==> src/rtl/cache_control_pkg.sv <==
// Shared types and helpers for the L1 cache maintenance sequencer.
package cache_control_pkg;

    localparam int unsigned CC_OP_W = 2;

    typedef enum logic [CC_OP_W-1:0] {
        CC_NONE        = 2'b00,
        CC_FLUSH       = 2'b01,
        CC_CLEAR       = 2'b10,
        CC_FLUSH_CLEAR = 2'b11
    } cc_op_t;

    typedef enum logic [1:0] {
        IDLE  = 2'd0,
        FLUSH = 2'd1,
        CLEAR = 2'd2,
        DONE  = 2'd3
    } cc_state_t;

    function automatic logic op_has_flush(input cc_op_t op);
        return (op == CC_FLUSH) || (op == CC_FLUSH_CLEAR);
    endfunction

    function automatic logic op_has_clear(input cc_op_t op);
        return (op == CC_CLEAR) || (op == CC_FLUSH_CLEAR);
    endfunction

    // A disabled timeout still needs a one-bit counter to keep the ports legal.
    function automatic int unsigned cnt_width(input int unsigned t);
        return (t == 0) ? 1 : $clog2(t + 1);
    endfunction

endpackage

==> src/rtl/cc_find_first.sv <==
// Lowest-set-bit selector: returns a one-hot copy of the least significant set bit.
module cc_find_first #(
    parameter int unsigned W = 2
) (
    input  logic [W-1:0] in_vec,
    output logic [W-1:0] first_c
);

    assign first_c = in_vec & (~in_vec + W'(1));

endmodule

==> src/rtl/cache_control_sequencer.sv <==
// Sequences flush/clear maintenance across a set of L1 caches, flushes strictly
// before clears, with a per-phase (parallel) or per-cache (serial) timeout.
module cache_control_sequencer
    import cache_control_pkg::*;
#(
    parameter int unsigned NUM_CACHES     = 2,
    parameter int unsigned SERIAL         = 0,
    parameter int unsigned TIMEOUT_CYCLES = 1024
) (
    input  logic                  CLK,
    input  logic                  nRST,
    input  logic                  req_valid,
    input  logic [CC_OP_W-1:0]    req_op,
    input  logic [NUM_CACHES-1:0] req_mask,
    output logic                  req_ready,
    output logic                  busy,
    output logic                  done,
    output logic                  timeout_err,
    output logic [NUM_CACHES-1:0] cache_flush,
    output logic [NUM_CACHES-1:0] cache_clear,
    input  logic [NUM_CACHES-1:0] flush_done,
    input  logic [NUM_CACHES-1:0] clear_done
);

    localparam int unsigned      N           = NUM_CACHES;
    localparam int unsigned      CNT_W       = cnt_width(TIMEOUT_CYCLES);
    localparam logic [CNT_W-1:0] CNT_MAX     = CNT_W'(TIMEOUT_CYCLES);
    localparam bit               TIMEOUT_EN  = (TIMEOUT_CYCLES != 0);
    localparam bit               SERIAL_MODE = (SERIAL != 0);

    cc_state_t        state_q, state_d;
    cc_op_t           op_q, op_d;
    logic [N-1:0]     mask_q, mask_d;
    logic [N-1:0]     pending_q, pending_d;
    logic [CNT_W-1:0] cnt_q, cnt_d;
    logic             req_ready_q, req_ready_d;
    logic             busy_q, busy_d;
    logic             done_q, done_d;
    logic             timeout_q, timeout_d;
    logic [N-1:0]     cache_flush_q, cache_flush_d;
    logic [N-1:0]     cache_clear_q, cache_clear_d;

    logic [N-1:0]     ack;
    logic [N-1:0]     pending_nxt;
    logic [CNT_W-1:0] cnt_inc;
    logic             serial_ack;
    logic [N-1:0]     sel_first;
    logic [N-1:0]     req_sel;

    cc_find_first #(
        .W (N)
    ) u_find_first (
        .in_vec  (pending_d),
        .first_c (sel_first)
    );

    // Next-state, pending-set and timeout counter.
    always_comb begin
        state_d     = state_q;
        op_d        = op_q;
        mask_d      = mask_q;
        pending_d   = pending_q;
        cnt_d       = cnt_q;
        timeout_d   = 1'b0;
        ack         = '0;
        pending_nxt = pending_q;
        serial_ack  = 1'b0;
        cnt_inc     = (cnt_q == CNT_MAX) ? cnt_q : cnt_q + CNT_W'(1);

        case (state_q)
            IDLE: begin
                if (req_valid && req_ready_q) begin
                    op_d   = cc_op_t'(req_op);
                    mask_d = req_mask;
                    cnt_d  = '0;
                    if (op_has_flush(cc_op_t'(req_op)) && (req_mask != '0)) begin
                        state_d   = FLUSH;
                        pending_d = req_mask;
                    end else if (op_has_clear(cc_op_t'(req_op)) && (req_mask != '0)) begin
                        state_d   = CLEAR;
                        pending_d = req_mask;
                    end else begin
                        state_d   = DONE;
                        pending_d = '0;
                    end
                end
            end

            FLUSH, CLEAR: begin
                // Only an acknowledge for a request we are currently driving counts.
                ack         = (state_q == FLUSH) ? (flush_done & cache_flush_q)
                                                 : (clear_done & cache_clear_q);
                pending_nxt = pending_q & ~ack;
                serial_ack  = SERIAL_MODE && (ack != '0);
                pending_d   = pending_nxt;
                cnt_d       = serial_ack ? '0 : cnt_inc;

                if (pending_nxt == '0) begin
                    if ((state_q == FLUSH) && op_has_clear(op_q)) begin
                        state_d   = CLEAR;
                        pending_d = mask_q;
                        cnt_d     = '0;
                    end else begin
                        state_d   = DONE;
                        cnt_d     = '0;
                    end
                end else if (TIMEOUT_EN && !serial_ack && (cnt_inc == CNT_MAX)) begin
                    state_d   = DONE;
                    pending_d = '0;
                    cnt_d     = '0;
                    timeout_d = 1'b1;
                end
            end

            DONE: begin
                state_d = IDLE;
            end

            default: begin
                state_d   = IDLE;
                pending_d = '0;
                cnt_d     = '0;
            end
        endcase
    end

    // Registered outputs follow the next state so they line up with it.
    always_comb begin
        req_sel       = SERIAL_MODE ? sel_first : pending_d;
        cache_flush_d = (state_d == FLUSH) ? req_sel : '0;
        cache_clear_d = (state_d == CLEAR) ? req_sel : '0;
        done_d        = (state_d == DONE);
        busy_d        = (state_d != IDLE);
        req_ready_d   = (state_d == IDLE);
    end

    always_ff @(posedge CLK or negedge nRST) begin
        if (!nRST) begin
            state_q       <= IDLE;
            op_q          <= CC_NONE;
            mask_q        <= '0;
            pending_q     <= '0;
            cnt_q         <= '0;
            req_ready_q   <= 1'b1;
            busy_q        <= 1'b0;
            done_q        <= 1'b0;
            timeout_q     <= 1'b0;
            cache_flush_q <= '0;
            cache_clear_q <= '0;
        end else begin
            state_q       <= state_d;
            op_q          <= op_d;
            mask_q        <= mask_d;
            pending_q     <= pending_d;
            cnt_q         <= cnt_d;
            req_ready_q   <= req_ready_d;
            busy_q        <= busy_d;
            done_q        <= done_d;
            timeout_q     <= timeout_d;
            cache_flush_q <= cache_flush_d;
            cache_clear_q <= cache_clear_d;
        end
    end

    assign req_ready   = req_ready_q;
    assign busy        = busy_q;
    assign done        = done_q;
    assign timeout_err = timeout_q;
    assign cache_flush = cache_flush_q;
    assign cache_clear = cache_clear_q;

endmodule

==> config.mk <==
export PLATFORM = sky130hd
export DESIGN_NAME = cache_control_sequencer
export DESIGN_NICKNAME = d
export VERILOG_FILES = /design/src/rtl/cache_control_pkg.sv /design/src/rtl/cc_find_first.sv /design/src/rtl/cache_control_sequencer.sv
export SDC_FILE = /design/constraint.sdc
export NUM_CORES = 1
export LEC_CHECK = 0
export ABC_CLOCK_PERIOD_IN_PS = 3100
export BUFFER_PORTS_ARGS = -buffer_cell sky130_fd_sc_hd__buf_2
export CELL_PAD_IN_SITES_DETAIL_PLACEMENT = 1
export CELL_PAD_IN_SITES_GLOBAL_PLACEMENT = 1
export CORE_MARGIN = 10
export CORE_UTILIZATION = 44
export DETAILED_ROUTE_END_ITERATION = 7
export PLACE_DENSITY = 0.85
export SYNTH_ARGS = -nofsm -noshare
export SYNTH_HDL_FRONTEND = slang
export SYNTH_SLANG_ARGS = --single-unit
==> constraint.sdc <==
create_clock -name CLK -period 3.1 [get_ports CLK]
set_input_delay 0.155 -clock CLK [delete_from_list [all_inputs] [get_ports CLK]]
set_output_delay 0.155 -clock CLK [all_outputs]
set_load 0.03 [all_outputs]
==> flow_metrics.tcl <==
set metrics [dict create \
    die_h_um 82.5 \
    synthFlopType "dfrtp_1" \
    status "finished, final reports clean" \
    cts_max_level 1 \
    synth_area_per_cell_sq_um 9.20 \
    utilization 0.503 \
    vias_per_cell 5.87 \
    drv_cap 0 \
    synth-edff-count 0 \
    min_period_ns 2.41 \
    p_comb_frac 0.531 \
    timing.hold.ws_ns 0.118 \
    crit_type "register to register" \
    vias 1468 \
    routed_wirelength_mm 4.46 \
    instances_no_fill 250 \
    cts_sinks 26 \
    fin_ws_ns 0.690 \
    switchingPower_mw 0.690 \
    leakagePower_nw 0.848 \
    max_stage_delay_ns 0.48 \
    root_buffer "clkbuf_8" \
    dieArea_sq_mm 0.00681 \
    rows 22 \
    relSlewSlack 0.610 \
    drive_gt1_frac 0.203 \
    grt_pass1_vias 1576 \
    seqCellArea_sq_um 652 \
    grt_pass1_wl_mm 7.57 \
    gp_congestion 0.913 \
    ant_nets 0 \
    synthCells 187 \
    finalMaxSlewViolations 0 \
    cts_buffer_depth 2 \
    rsz0062_at_grt "false" \
    sequentialPowerShare 0.316 \
    total_power_mw 1.52 \
    grt.overflow.total 0 \
    start_util 0.463 \
    first_pass_iters 4 \
    stdcell_area_sq_mm 0.00187 \
    endpoint_kind "register" \
    fin_tns_setup_ns 0 \
    power_density_mw_per_mm2 814 \
    cp_slowest_cell "dfrtp_1" \
    cts_made_buffers 3 \
    pin_count 19 \
    power.share.switching 0.454 \
    synthesis.area_sq_mm 0.00172 \
    fill_cells 445 \
    coreArea_sq_mm 0.00372 \
    cts_tree "yes" \
    peakVddDrop_uv 456 \
    arrival_ns 2.61 \
    routedWlPerCell_um 17.8 \
    diodes 0 \
    p_int_mw 0.831 \
    cp.required_ns 3.30 \
    yosysTopAreaCell "dfrtp_1" \
    place_ws_ns 0.677 \
    synth_area_leaders "dfrtp_1 36%, nand2_1 6.1%, ha_1 3.6%" \
    cp_cell_sequence "inv_1 -> ha_1 -> nor4b_1 -> nand3_1 -> mux2i_1 -> nand3_4 -> a31oi_4 -> nor3b_1" \
    timing.final.crit_share 0.778 \
    drt_iter0_drc 81 \
    multi_input_area_sq_um 961 \
    synth_most_common_cell "nand2_1" \
    grt_max_degree 27 \
    portBuffers 18 \
    clk_pin_slew_worst_paths_ns 0.09 \
    fmax_mhz 415 \
    drc_errors 0 \
    hpwlAfterDp_mm 3.51 \
    clkLatencyLatePin_ns 0.28 \
    syn_to_final_growth_pct 8.65 \
    tightest_slew_ns 0.586 \
    clkPwrFrac 0.154 \
    ys_warn_count 0 \
    hold_class "input pin to register" \
    synth_fp_nets 203 \
    synth_seq_cells 26 \
    cts_setup_buffers 0 \
    antenna_found_initial 0 \
    die_w_um 82.5 \
    cp-start-kind "register" \
    hold_viol 0 \
    setup_violations 0 \
    ys_types 51 \
    worst-path-buf-inv 1 \
    yosysTopAreaCellShare 0.364 \
    clock_skew_ns 0.0107 \
    place_area_sq_mm 0.00180 \
    synth_commonest_cells "28 x nand2_1, 25 x dfrtp_1, 11 x nand3_1, 11 x nor2_1, 9 x inv_1" \
    cp_max_fo 8 \
    grt_usage 0.140 \
    dpl.cell_count 245 \
    async_reset_ff_frac 1.00 \
    crit_family "simple AND/OR/NAND/NOR gates" \
    yosysSeqAreaShare 0.379 \
    nNetsFinal 219 \
]
==> power groups by stage <==
stage | registers, mW | clock network [mW] | logic [mW]
after global routing | 0.491 | 0.247 | 0.902
after CTS | 0.480 | 0.236 | 0.814
after detailed placement | 0.484 | 0 | 0.808
after floorplan | 0.534 | 0 | 0.534
final | 0.480 | 0.234 | 0.807
after global placement | 0.482 | 0 | 0.780
==> final timing paths <==
kind | start | end | slack (ns) | depth (start not counted)
max in group asynchronous | nRST | op_q[1] | 2.31 | 2
setup reg to reg | cnt_q[0] | cache_flush[1] | 0.69 | 8
hold reg to reg | mask_q[0] | mask_q[0] | 0.51 | 2
hold / removal | req_op[1] | op_q[1] | 0.12 | 3
setup / recovery | cnt_q[0] | cache_flush[1] | 0.69 | 8
min in group asynchronous | nRST | cnt_q[5] | 0.39 | 2
==> kinds of logic (layout without fill, tap and decap cells) <==
group | count (synthesis) | in the layout | share of synthesized area
xor+xnor | 3 | 3 | 0.0153
buf+inv | 18 | 33 | 0.0625
compound gates | 44 | 44 | 0.204
simple gates | 88 | 88 | 0.286
fa+ha+maj | 5 | 5 | 0.0364
flops | 26 | 26 | 0.379
mux | 3 | 3 | 0.0175
==> placed cells by master (no fill, tap or decap), types with 2 or more instances in the layout <==
| cell | n |
|---|---|
| nand2_1 | 28 |
| dfrtp_1 | 25 |
| buf_2 | 18 |
| nand3_1 | 11 |
| nor2_1 | 11 |
| inv_1 | 9 |
| nor3b_1 | 7 |
| a21oi_1 | 7 |
| o21ai_1 | 7 |
| o21ai_0 | 5 |
| ha_1 | 5 |
| nand2b_1 | 4 |
| nor3_1 | 4 |
| a31oi_1 | 4 |
| o31ai_1 | 4 |
| clkbuf_8 | 4 |
| mux2i_1 | 3 |
| and3_1 | 3 |
| o211ai_1 | 2 |
| and3_2 | 2 |
| nor4b_1 | 2 |
| xor2_1 | 2 |
| a22o_1 | 2 |
| or2_2 | 2 |
| a221oi_2 | 2 |
| a31oi_4 | 2 |
| nand4_1 | 2 |
==> tightest hold or removal path, cell delays in order <==
cell	delay, ns
buf_2	0.10
nand2_1	0.06
nand2_1	0.05
==> cell type report <==
type	count	area share
Timing Repair Buffer	20	0.0576
Sequential cell	26	0.349
Inverter	9	0.0181
Multi-Input combinational cell	143	0.514
Clock buffer	4	0.0295
Tap cell	48	0.0321
==> state kept, by name, summed over array words and instances, names as in the netlist <==
| name | flops |
|---|---|
| timeout_err | 1 |
| op_q | 1 |
| req_ready | 1 |
| cnt_q | 11 |
| cache_clear | 2 |
| cache_flush | 2 |
| done | 1 |
| busy | 1 |
| mask_q | 2 |
| pending_q | 2 |
| state_q | 2 |
==> metal layers <==
| layer | share of wire | GRT usage | up-vias |
|---|---|---|---|
| met4 | 0.0081 | 0.0301 | 0 |
| met3 | 0.042 | 0.0356 | 4 |
| met2 | 0.49 | 0.240 | 29 |
| met5 | 0 | 0 | - |
| met1 | 0.46 | 0.174 | 734 |
| li1 | - | - | 701 |
==> repair_timing <==
action / 4_1_cts / 5_1_grt
endpoints found under the hold margin: 25 / 0
hold buffers: 1 / 0
resized for setup: 0 / 0
Note: power is estimated with default switching activity, not from simulation.
